$ cat config.mk
export PLATFORM = sky130hd
export DESIGN_NAME = local_pred_bank
export DESIGN_NICKNAME = d
export VERILOG_FILES = /design/src/rtl/local_pred_bank_pkg.sv /design/src/rtl/local_pred_bank_sat_counter2.sv /design/src/rtl/local_pred_bank.sv
export SDC_FILE = /design/constraint.sdc
export NUM_CORES = 1
export LEC_CHECK = 0
export ABC_AREA = 1
export BUFFER_PORTS_ARGS = -buffer_cell sky130_fd_sc_hd__buf_2
export CORE_MARGIN = 2
export CORE_UTILIZATION = 45
export DETAILED_ROUTE_END_ITERATION = 16
export GPL_ROUTABILITY_DRIVEN = 0
export PLACE_DENSITY = 0.63
export SLEW_MARGIN = 15
export SYNTH_ARGS = -nofsm -noshare
export SYNTH_HDL_FRONTEND = slang
export SYNTH_SLANG_ARGS = --single-unit
$ cat constraint.sdc
create_clock -name clk_i -period 8.6 [get_ports clk_i]
set_clock_uncertainty 0.2 [all_clocks]
set_input_delay 0.43 -clock clk_i [delete_from_list [all_inputs] [get_ports clk_i]]
set_output_delay 0.43 -clock clk_i [all_outputs]
set_load 0.01 [all_outputs]
$ cat src/rtl/local_pred_bank_pkg.sv
// Shared branch predictor definitions: 2-bit counter encoding, reset value,
// history selector width and bank count. The global history register sizes
// its selector output from HIST_W so both sides stay in step.
package local_pred_bank_pkg;

  localparam logic [1:0] CNT_SU = 2'b00;  // strongly untaken
  localparam logic [1:0] CNT_WU = 2'b01;  // weakly untaken
  localparam logic [1:0] CNT_WT = 2'b10;  // weakly taken
  localparam logic [1:0] CNT_ST = 2'b11;  // strongly taken

  localparam logic [1:0] CNT_RESET = CNT_WU;

  localparam int HIST_W    = 2;
  localparam int NUM_BANKS = 1 << HIST_W;

  // Next counter value for a resolved direction, saturating at both ends.
  function automatic logic [1:0] cnt_next(input logic [1:0] cnt, input logic taken);
    if (taken) begin
      return (cnt == CNT_ST) ? CNT_ST : cnt + 2'd1;
    end else begin
      return (cnt == CNT_SU) ? CNT_SU : cnt - 2'd1;
    end
  endfunction

endpackage

$ cat src/rtl/local_pred_bank_sat_counter2.sv
// One 2-bit saturating direction counter; one instance per table entry.
module sat_counter2
  import local_pred_bank_pkg::*;
(
  input  logic       clk_i,
  input  logic       reset_i,
  input  logic       en_i,
  input  logic       taken_i,
  output logic [1:0] count_o
);

  // Train toward the resolved direction when enabled; reset to weakly untaken.
  always_ff @(posedge clk_i or posedge reset_i) begin
    if (reset_i) begin
      count_o <= CNT_RESET;
    end else if (en_i) begin
      count_o <= cnt_next(count_o, taken_i);
    end
  end

endmodule

$ cat src/rtl/local_pred_bank.sv
// Local branch direction predictor: NUM_BANKS banks of 2-bit saturating
// counters, one bank per global history pattern. Fetch reads combinationally,
// Execute trains the entry addressed by the branch's own history and PC.
// Build option: define PRED_BYPASS_EN to forward a same-cycle update to a
// matching Fetch read; otherwise that read sees the stored pre-update value.
module local_pred_bank
  import local_pred_bank_pkg::*;
#(
  parameter int INDEX_BITS = 4
) (
  input  logic              clk_i,
  input  logic              reset_i,
  input  logic [31:0]       pc_f_i,
  input  logic [HIST_W-1:0] local_src_i,
  output logic              pred_taken_f_o,
  input  logic [31:0]       pc_e_i,
  input  logic [HIST_W-1:0] local_src_e_i,
  input  logic [1:0]        branch_op_e_i,
  input  logic              pc_src_res_e_i,
  input  logic              stall_e_i
);

  localparam int ENTRIES = 1 << INDEX_BITS;

  logic [INDEX_BITS-1:0] rd_idx;
  logic [INDEX_BITS-1:0] wr_idx;
  logic [HIST_W-1:0]     rd_bank;
  logic [HIST_W-1:0]     wr_bank;
  logic                  upd;
  logic [1:0]            rd_cnt;
  logic [1:0]            cnt [NUM_BANKS][ENTRIES];

  assign rd_idx  = pc_f_i[INDEX_BITS+1:2];
  assign wr_idx  = pc_e_i[INDEX_BITS+1:2];
  assign rd_bank = local_src_i;
  assign wr_bank = local_src_e_i;

  // Only conditional branches train; unconditional flow (op bit 1) never does.
  assign upd = branch_op_e_i[0] & ~stall_e_i;

  // Word-offset and high PC bits are deliberately dropped (aliasing is accepted).
  logic unused_ok;
  assign unused_ok = &{1'b0, pc_f_i[31:INDEX_BITS+2], pc_f_i[1:0],
                       pc_e_i[31:INDEX_BITS+2], pc_e_i[1:0], branch_op_e_i[1]};

  for (genvar b = 0; b < NUM_BANKS; b++) begin : g_bank
    for (genvar e = 0; e < ENTRIES; e++) begin : g_entry
      logic wr_en;
      assign wr_en = upd && (wr_bank == HIST_W'(b)) && (wr_idx == INDEX_BITS'(e));

      sat_counter2 u_cnt (
        .clk_i   (clk_i),
        .reset_i (reset_i),
        .en_i    (wr_en),
        .taken_i (pc_src_res_e_i),
        .count_o (cnt[b][e])
      );
    end
  end

  assign rd_cnt = cnt[rd_bank][rd_idx];

`ifdef PRED_BYPASS_EN
  logic [1:0] byp_cnt;
  assign byp_cnt = cnt_next(rd_cnt, pc_src_res_e_i);

  // Prediction from the counter MSB, forwarding a same-entry update in flight.
  always_comb begin
    pred_taken_f_o = rd_cnt[1];
    if (upd && (wr_bank == rd_bank) && (wr_idx == rd_idx)) begin
      pred_taken_f_o = byp_cnt[1];
    end
  end
`else
  // Prediction from the stored counter MSB; a same-cycle update is not visible yet.
  always_comb begin
    pred_taken_f_o = rd_cnt[1];
  end
`endif

endmodule

==> summary.txt, run 1 <==
Finish
  • Synth-to-layout area growth: 11.8%
  • Share of layout cells above drive strength 1: 0.150
  • Max reg flops: 128
  • Post-layout util: 0.508
  • Layout net count: 1023
  • Design Area, Final: 7990 um2
  • Top Registers: g_bank.g_entry.u_cnt.count_o: 128 flops
  • Top reg by flops: g_bank.g_entry.u_cnt.count_o
  • Antenna diodes: 0

Placed design
  • PortBufs: 17
  • Area of placed instances: 7380 um2
  • Place WS: 5.30 ns
  • DP HPWL: 10.6 mm

Routing
  • Via density: 5.30
  • Antenna viol nets, final: 0
  • Total number of vias: 6238
  • Residual DRC: 0
  • Iteration count of the initial detailed-routing pass: 5
  • Post-Route WL: 17.0 mm
  • First DRT Iteration DRCs: 368
  • Wire per inst: 14.4 um

Critical path
  • CP max FO: 33
  • Slowest CP cell: buf_2
  • CP startpoint kind: input pin
  • CP cell instances: buf_2, inv_1, buf_4, nand2_1, nand3_1, nand3_1, nand2_1, nand2_1, nand3_1, nand3_1, nand2_1, buf_2
  • Reg-to-reg startpoint: g_bank[0].g_entry[4].u_cnt.count_o[0]
  • Arrival @ worst endpoint: 2.74 ns
  • Worst Setup Path Type: input pin to output port
  • Max incr delay on CP: 0.62 ns
  • Setup crit start: local_src_i[0]
  • Required @ worst endpoint: 7.97 ns
  • Endpoint type of the worst setup path: output port

Floorplan
  • Cell Rows: 46
  • Die W: 130 um
  • Die Footprint: 16900 um2
  • I/O pin cnt: 75
  • Core Area: 15700 um2
  • Initial Util: 0.455
  • Die Ht: 130 um

Global routing
  • Largest net degree at the start of global routing: 124
  • Vias in the first global route: 5724
  • Aggregate global routing overflow: 0
  • Global-route usage over all layers: 0.222
  • Initial antenna violation count: 0
  • First-pass GRT wire length: 29.0 mm

Timing
  • Final worst slack: 5.23 ns
  • RSZ-0062 raised after global routing: no
  • Final setup vio count: 0
  • Fin crit share: 0.392
  • Least-Margin Pin Slew: 1.11 ns
  • Setup_tns: 0 ns
  • Slew Viols, Final: 0
  • Max Clk Rate: 0.297 GHz
  • Post-route minimum period: 3.37 ns
  • Final hold vios: 0
  • Rel. slew slack: 0.258

Power
  • Power density over the cells: 214 nW/um2
  • LEAKAGE: 3.50 nW
  • Worst vdd ir: 146 uV

CTS
  • Post CTS Setup Buffer Count: 0
  • CTS Buf Count: 17
  • Clock transition at the registers of the reported paths: 0.05 ns
  • CTS tree: yes
  • CTS root buffer: clkbuf_16
  • Max Root-Sink Buffers: 2
  • Clock sink total: 128
  • H-tree levels: 4
  • Clock latency on the worst-skew pair: 0.42 ns

Run status
  • Status: completed

Hold path
  • HP Start: stall_e_i
  • Worst Hold Class: input pin to register

Logic synthesis
  • Asr flop ratio synth: 1.00
  • Post-synth EDFFs: 0
  • Post-synthesis sequential area ratio: 0.460
  • Yosys cell types: 26
  • Syn nets: 1016
  • Ys Warns: 0
  • Ys flop type: dfstp_2
  • FF+latch count, synth: 128
  • Gate count of the mapped netlist: 942
  • Synthesized area per cell: 7.58 um2
  • Post-synthesis cell area: 7140 um2

Run
  • Max Cap Violations: 0
-- worst max-delay path, delay by kind of cell --
kind                   cells  cell delay [ns]
and+or+nand+nor            8             0.67
buffers and inverters      4             1.61
-- synthesized netlist by cell type (19+ instances only) --
cell / n / share of area
clkbuf_1: 19 / 0.010
dfstp_2: 64 / 0.24
a31oi_1: 38 / 0.033
o22ai_1: 20 / 0.018
nor2_1: 132 / 0.069
nand2_1: 190 / 0.10
a21oi_1: 40 / 0.028
inv_1: 99 / 0.052
o21ai_0: 147 / 0.10
dfrtp_1: 64 / 0.22
o2bb2ai_1: 20 / 0.025
nand3_1: 60 / 0.042
-- repair_timing --
| item | CTS | global route |
|---|---|---|
| gates resized for setup | 0 | 0 |
| endpoints found under the hold margin | 17 | 0 |
| hold buffers | 1 | 0 |
-- path summary, 6_finish.rpt --
check	to	slack, ns	depth (start not counted)
worst max-delay path	pred_taken_f_o	5.23	12
worst min-delay path	g_bank[0].g_entry[5].u_cnt.count_o[0]	0.18	4
worst max register to register	g_bank[0].g_entry[4].u_cnt.count_o[0]	7.29	5
worst min register to register	g_bank[3].g_entry[10].u_cnt.count_o[0]	0.29	2
max in group asynchronous	g_bank[3].g_entry[0].u_cnt.count_o[1]	6.20	5
min in group asynchronous	g_bank[1].g_entry[13].u_cnt.count_o[1]	0.29	3
-- metal layers --
| layer | part of all wire | global-route usage | vias to the layer above |
|---|---|---|---|
| met3 | 0.046 | 0.0513 | 30 |
| met4 | 0.022 | 0.0740 | 0 |
| li1 | - | - | 3176 |
| met1 | 0.48 | 0.301 | 2904 |
| met2 | 0.46 | 0.355 | 128 |
| met5 | 0 | 0 | - |
-- cells in the final DEF, fill, tap and decap left out, drive strengths merged --
| cell | Yosys | final |
|---|---|---|
| nand2 | 190 | 190 |
| o21ai | 148 | 148 |
| nor2 | 147 | 147 |
| inv | 101 | 101 |
| dfstp | 64 | 64 |
| dfrtp | 64 | 64 |
| nand3 | 60 | 60 |
| a21oi | 40 | 40 |
| a31oi | 38 | 38 |
| clkbuf | 19 | 27 |
| buf | 16 | 22 |
| o2bb2ai | 20 | 20 |
| o22ai | 20 | 20 |
| mux2 | 8 | 8 |
| o41ai | 3 | 3 |
| clkinv | 0 | 3 |
| bufinv | 0 | 2 |
| nor3 | 1 | 1 |
| a22oi | 1 | 1 |
| nand4 | 1 | 1 |
| o211ai | 1 | 1 |
| dlygate4sd3 | 0 | 1 |
-- power breakdown --
group	internal, mW	total (mW)	leakage (nW)	switching, mW
registers	0.703	0.761	1.53	0.0579
clock network	0.472	0.728	0.297	0.256
logic	0.0814	0.219	1.66	0.137
total	1.26	1.71	3.50	0.451
-- stage by stage --
step	power (mW)	std cells	hold slack (ns)
3_3_place_gp	0.982	1145	0.181
3_5_place_dp	0.987	1145	0.183
5_1_grt	1.80	1178	0.209
4_1_cts	1.72	1178	0.163
6_report	1.71	1178	0.180
2_1_floorplan	0.929	942	0.264
-- area by class of cell --
class | count | area [um2]
timing repair buffer | 23 | 135
tap | 216 | 270
inverter | 101 | 382
sequential | 128 | 3280
multi-input combinational | 678 | 3320
clock buffer | 27 | 523
clock inverter | 5 | 75.1
fill | 1504 | 7730
-- cell families (layout without fill, tap and decap cells) --
family	count (synthesis)	in the layout	synth area share
and+or+nand+nor	399	399	0.236
AOI/OAI and AO/OA	271	271	0.216
buffers and inverters	136	156	0.0760
DFF	128	128	0.460
muxes	8	8	0.0126
No activity file was read; power rests on OpenSTA's default activity.
==> run 2, diff against run 1 <==
--- a/config.mk
+++ b/config.mk
@@ -11,7 +11,7 @@
 export CORE_UTILIZATION = 45
 export DETAILED_ROUTE_END_ITERATION = 16
 export GPL_ROUTABILITY_DRIVEN = 0
-export PLACE_DENSITY = 0.63
+export PLACE_DENSITY = 0.65
 export SLEW_MARGIN = 15
 export SYNTH_ARGS = -nofsm -noshare
 export SYNTH_HDL_FRONTEND = slang
==> constraint.sdc (replaced) <==
create_clock -name clk_i -period 3 [get_ports clk_i]
set_clock_uncertainty 0.2 [all_clocks]
set_input_delay 0.15 -clock clk_i [delete_from_list [all_inputs] [get_ports clk_i]]
set_output_delay 0.15 -clock clk_i [all_outputs]
set_load 0.01 [all_outputs]
==> summary.txt, run 2 (synthesis results as in run 1) <==
Placed design
  • PortBufs: 17 (unchanged)
  • Dpl cells: 1149 (+0.35%)
  • Place WS: 0.970 ns (-4.33 ns)
  • DP HPWL: 10.9 mm (+2.6%)

Finish
  • Share of layout cells above drive strength 1: 0.152 (+0.00195)
  • Storage element area: 3280 um2 (unchanged)
  • Post-layout util: 0.518 (+0.0102)
  • # fillers: 1502 (-0.13%)
  • Top Registers: g_bank.g_entry.u_cnt.count_o: 128 flops
  • Commonest non-fill, non-tap cell in the layout: nand2_1
  • Commonest non-fill, non-tap cells in the layout: nand2_1, o21ai_0, nor2_1
  • Max reg flops: 128 (unchanged)
  • Antenna diodes: 0 (unchanged)
  • Synth-to-layout area growth: 14.0%
  • Final cell count without fillers: 1192 (+1.2%)
  • Area taken by multi-input logic gates: 3320 um2 (unchanged)
  • Layout net count: 1037 (+1.4%)
  • Top reg by flops: g_bank.g_entry.u_cnt.count_o

Global routing
  • Aggregate global routing overflow: 0 (unchanged)
  • GRT met2 Usage: 0.361 (+0.00616)
  • Initial antenna violation count: 0 (unchanged)
  • First-pass GRT wire length: 28.9 mm (about the same)
  • Busiest metal layer after global routing: met2
  • Largest net degree at the start of global routing: 129 (+4.0%)
  • Vias in the first global route: 5668 (-0.98%)
  • GRT met1 Usage: 0.300 (-0.000502)
  • Global-route usage over all layers: 0.221 (-0.000867)
  • Met3 Use GR: 0.0496 (-0.00164)

Timing
  • Fin crit share: 0.784
  • RSZ-0062 raised after global routing: no
  • Final hold vios: 0 (unchanged)
  • Final worst slack: 0.648 ns (-4.58 ns)
  • Least-Margin Pin Slew: 0.781 ns (-0.331 ns)
  • Max Clk Rate: 0.425 GHz
  • Slew Viols, Final: 0 (unchanged)
  • Post-route minimum period: 2.35 ns
  • Rel. slew slack: 0.479 (+0.220)
  • Setup_tns: 0 ns (unchanged)
  • Final setup vio count: 0 (unchanged)

Critical path
  • Critical path buffers and inverters: 4 (unchanged)
  • Most numerous cell on the critical path: dlygate4sd3_1
  • CP startpoint kind: input pin
  • Max incr delay on CP: 0.61 ns (about the same)
  • Required @ worst endpoint: 3.14 ns (-4.83 ns)
  • Worst Setup Path Type: input pin to register
  • CP cell instances: dlygate4sd3_1, buf_2, nor2_2, dlygate4sd3_1, nand3_1, dlygate4sd3_1, a21oi_1
  • Arrival @ worst endpoint: 2.50 ns (-0.24 ns)
  • Reg-to-reg startpoint: g_bank[3].g_entry[10].u_cnt.count_o[0]
  • Worst path top cell family by delay: buffers and inverters
  • Setup crit start: pc_e_i[4]
  • CP max FO: 5 (-85%)
  • Slowest CP cell: dlygate4sd3_1
  • Endpoint type of the worst setup path: register

CTS
  • CTS root buffer: clkbuf_16
  • H-tree levels: 4 (unchanged)
  • Clock transition at the registers of the reported paths: 0.06 ns (about the same)
  • Hold buffer count at cts: 11 (+10)
  • CTS tree: yes
  • Clock sink total: 128 (unchanged)
  • CTS Buf Count: 17 (unchanged)
  • Max Root-Sink Buffers: 2 (unchanged)
  • Post_cts resized: 0 (unchanged)
  • Clock latency on the worst-skew pair: 0.42 ns (about the same)
  • Post CTS Setup Buffer Count: 0 (unchanged)

Power
  • LEAKAGE: 3.56 nW (+1.9%)
  • Power density over the cells: 602 nW/um2 (+180%)
  • Worst vdd ir: 429 uV (+190%)

Hold path
  • Worst Hold Class: input pin to register
  • HP Start: local_src_e_i[1]

Routing
  • Residual DRC: 0 (unchanged)
  • First DRT Iteration DRCs: 452 (+23%)
  • Wire per inst: 14.5 um (+0.64%)
  • Antenna viol nets, final: 0 (unchanged)
  • Post-Route WL: 17.3 mm (+1.8%)
  • Via density: 5.31 (+0.31%)
  • Total number of vias: 6332 (+1.5%)
  • Iteration count of the initial detailed-routing pass: 5 (unchanged)

Run
  • Max Cap Violations: 0 (unchanged)

Floorplan
  • Die W: 130 um (unchanged)
  • Initial Util: 0.455 (unchanged)
  • Die Ht: 130 um (unchanged)
  • Core Area: 15700 um2 (unchanged)
  • Die Footprint: 16900 um2 (unchanged)
  • Cell Rows: 46 (unchanged)
  • I/O pin cnt: 75 (unchanged)

Run status
  • Status: completed
==> run 2: cell count changes in the layout (fill, tap and decap cells not counted) <==
cell / delta
dlygate4sd3_1: +10
buf_12: +3
buf_4: +1
clkbuf_8: -1
clkinv_2: +1
clkinvlp_4: +1
inv_4: -1
==> run 2: tightest hold or removal path: cells and delay by family <==
| kind | cells | cell delay (ns) |
|---|---|---|
| compound gates | 1 | 0.10 |
| buf+inv | 2 | 0.16 |
| simple gates | 1 | 0.16 |
==> run 2: cell type report <==
class,instances,share of cell area
multi-input cells,678,0.407
flip-flops and latches,128,0.403
clock buffers,26,0.0625
inverters,101,0.0470
repair buffers,37,0.0372
well taps,216,0.0332
clock inverters,6,0.00983
==> run 2: final timing paths <==
check                                                               to  slack [ns]  cells after the start
min in group asynchronous       g_bank[0].g_entry[13].u_cnt.count_o[1]        0.16                      3
worst max register to register  g_bank[3].g_entry[10].u_cnt.count_o[0]        1.71                      5
worst max-delay path            g_bank[3].g_entry[10].u_cnt.count_o[0]        0.65                      7
worst min-delay path             g_bank[0].g_entry[5].u_cnt.count_o[1]        0.01                      4
worst min register to register  g_bank[3].g_entry[14].u_cnt.count_o[0]        0.29                      2
max in group asynchronous        g_bank[3].g_entry[4].u_cnt.count_o[0]        1.54                      4
==> run 2: where the power goes <==
group | leakage, nW | internal [mW] | switching [mW]
sequential | 1.53 | 2.01 | 0.170
combinational | 1.73 | 0.248 | 0.396
clock | 0.294 | 1.33 | 0.748
==> run 2: through the flow <==
step,hold WS [ns],cell area (um2),power (mW)
2_1_floorplan,0.176,7150,2.66
3_3_place_gp,0.0789,7450,2.82
3_5_place_dp,0.0757,7450,2.84
4_1_cts,0.00405,8150,4.94
5_1_grt,0.0609,8150,5.16
6_report,0.0115,8150,4.91
==> run 2: layer usage <==
| layer | wire length, um | part of all wire | up-vias |
|---|---|---|---|
| met4 | 182 | 0.011 | 0 |
| met5 | 0 | 0 | - |
| met3 | 722 | 0.042 | 16 |
| met2 | 8160 | 0.47 | 123 |
| met1 | 8230 | 0.48 | 2991 |
| li1 | - | - | 3202 |
==> run 3, diff against run 2 <==
==> constraint.sdc (replaced) <==
create_clock -name clk_i -period 2 [get_ports clk_i]
set_clock_uncertainty 0.2 [all_clocks]
set_input_delay 0.1 -clock clk_i [delete_from_list [all_inputs] [get_ports clk_i]]
set_output_delay 0.1 -clock clk_i [all_outputs]
set_load 0.01 [all_outputs]
==> summary.txt, run 3 (synthesis results as in run 1) <==
Global routing
  • Aggregate global routing overflow: 0 (unchanged)
  • Global-route usage over all layers: 0.217 (-0.00414)
  • First-pass GRT wire length: 28.5 mm (-1.7%)
  • Largest net degree at the start of global routing: 70 (-46%)
  • Initial antenna violation count: 0 (unchanged)
  • Vias in the first global route: 5712 (+0.78%)

CTS
  • Clock latency on the worst-skew pair: 0.42 ns (about the same)
  • CTS Buf Count: 17 (unchanged)
  • Clock sink total: 128 (unchanged)
  • Max Root-Sink Buffers: 2 (unchanged)
  • CTS tree: yes
  • CTS root buffer: clkbuf_16
  • Clock transition at the registers of the reported paths: 0.06 ns (about the same)
  • H-tree levels: 4 (unchanged)

Timing
  • Max Clk Rate: 0.530 GHz
  • Least-Margin Pin Slew: 0.630 ns (-0.151 ns)
  • Rel. slew slack: 0.580 (+0.101)
  • Fin crit share: 0.944
  • Slew Viols, Final: 0 (unchanged)
  • Final setup vio count: 0 (unchanged)
  • Final hold vios: 0 (unchanged)
  • Post-route minimum period: 1.89 ns
  • WHS: 0.0263 ns (+0.0148 ns)

Floorplan
  • I/O pin cnt: 75 (unchanged)
  • Die W: 130 um (unchanged)
  • Die Ht: 130 um (unchanged)
  • Die Footprint: 16900 um2 (unchanged)
  • Initial Util: 0.455 (unchanged)
  • Cell Rows: 46 (unchanged)
  • Core Area: 15700 um2 (unchanged)

Finish
  • Top Registers: g_bank.g_entry.u_cnt.count_o: 128 flops
  • Share of layout cells above drive strength 1: 0.188 (+0.0360)
  • Antenna diodes: 0 (unchanged)
  • # fillers: 1478 (-1.6%)
  • Max reg flops: 128 (unchanged)
  • Commonest non-fill, non-tap cell in the layout: nand2_1
  • Top reg by flops: g_bank.g_entry.u_cnt.count_o
  • Synth-to-layout area growth: 18.3%
  • Commonest non-fill, non-tap cells in the layout: nand2_1, o21ai_0, nor2_1
  • Layout net count: 1068 (+3.0%)

Routing
  • Residual DRC: 0 (unchanged)
  • Via density: 5.21 (-1.9%)
  • Wire per inst: 14.2 um (-2.4%)
  • Post-Route WL: 17.3 mm (+0.17%)
  • Antenna viol nets, final: 0 (unchanged)
  • First DRT Iteration DRCs: 559 (+24%)
  • Total number of vias: 6374 (+0.66%)
  • Iteration count of the initial detailed-routing pass: 5 (unchanged)

Critical path
  • Endpoint type of the worst setup path: output port
  • Slowest CP cell: dfrtp_1
  • CP startpoint kind: register
  • CP cell instances: nand2_1, nand3_1, nand3_2, nand2_2, nand2_1, nand3_1, nand3_1, nand2_1, buf_2
  • Max incr delay on CP: 0.39 ns (-0.22 ns)
  • Required @ worst endpoint: 1.70 ns (-1.44 ns)
  • Arrival @ worst endpoint: 1.59 ns (-0.91 ns)
  • CP max FO: 5 (unchanged)
  • Worst Setup Path Type: register to output port

Power
  • Pwr Total: 7.51 mW (+53%)
  • Power density over the cells: 889 nW/um2 (+48%)
  • Worst vdd ir: 626 uV (+46%)
  • LEAKAGE: 3.74 nW (+5.1%)

Placed design
  • DP HPWL: 11.0 mm (+1.3%)
  • PortBufs: 17 (unchanged)

Run
  • Max Cap Violations: 0 (unchanged)

Run status
  • Status: completed

Hold path
  • Worst Hold Class: input pin to register
## run 3: cell types whose count changed in the layout (fill, tap and decap cells not counted), sizes merged
cell,change
buf,+31
clkbuf,+2
clkinv,-2
## run 3: area by class of cell
| class | instances | area, um2 | share of cell area |
|---|---|---|---|
| tap | 216 | 270 | 0.0320 |
| clock inverter | 4 | 70.1 | 0.00829 |
| sequential | 128 | 3280 | 0.388 |
| inverter | 101 | 383 | 0.0453 |
| timing repair buffer | 68 | 548 | 0.0648 |
| multi-input combinational | 678 | 3360 | 0.398 |
| clock buffer | 28 | 537 | 0.0635 |
## run 3: stage by stage
step / area (um2) / cells / utilization / setup TNS (ns) / worst slack, ns
after floorplan: 7150 / 942 / - / 0 / 0.171
after global placement: 7540 / 1160 / 0.480 / 0 / 0.329
after detailed placement: 7540 / 1160 / 0.480 / 0 / 0.288
after CTS: 8260 / 1203 / 0.526 / 0 / 0.0411
after global routing: 8450 / 1223 / 0.538 / -0.0179 / -0.0179
final: 8450 / 1223 / 0.538 / 0 / 0.113
## run 3: final timing paths
check / slack [ns] / end / depth (start not counted) / from
max: 0.11 / pred_taken_f_o / 9 / g_bank[0].g_entry[13].u_cnt.count_o[1]
min: 0.03 / g_bank[3].g_entry[14].u_cnt.count_o[0] / 5 / pc_e_i[5]
max reg2reg: 0.70 / g_bank[3].g_entry[14].u_cnt.count_o[0] / 5 / g_bank[3].g_entry[14].u_cnt.count_o[0]
min reg2reg: 0.29 / g_bank[3].g_entry[12].u_cnt.count_o[0] / 2 / g_bank[3].g_entry[12].u_cnt.count_o[0]
max in group asynchronous: 0.85 / g_bank[1].g_entry[1].u_cnt.count_o[0] / 4 / reset_i
min in group asynchronous: 0.04 / g_bank[2].g_entry[13].u_cnt.count_o[1] / 3 / reset_i
## run 3: routing by layer
metal | vias to the layer above | track usage | part of all wire
met1 | 2979 | 0.288 | 0.47
met2 | 103 | 0.358 | 0.47
met5 | - | 0 | 0
met3 | 21 | 0.0504 | 0.041
li1 | 3271 | - | -
met4 | 0 | 0.0614 | 0.015
## run 3: what timing repair did
item / CTS / global route
resized for setup: 0 / 10
endpoints found under the setup margin: 0 / 1
setup buffers: 0 / 20
hold endpoints to repair: 91 / 0
hold buffers: 11 / 0
## run 3: where the power goes
group	switching (mW)	internal, mW	total, mW
Sequential	0.235	3.02	3.26
Combinational	0.634	0.445	1.08
Clock	1.11	2.07	3.18
Total	1.98	5.53	7.51
## run 3: worst max-delay path: cells and delay by family, from the launching register on
family,cells,cell delay (ns)
buffers and inverters,1,0.13
AND/OR/NAND/NOR,8,0.63
flip-flops,1,0.39
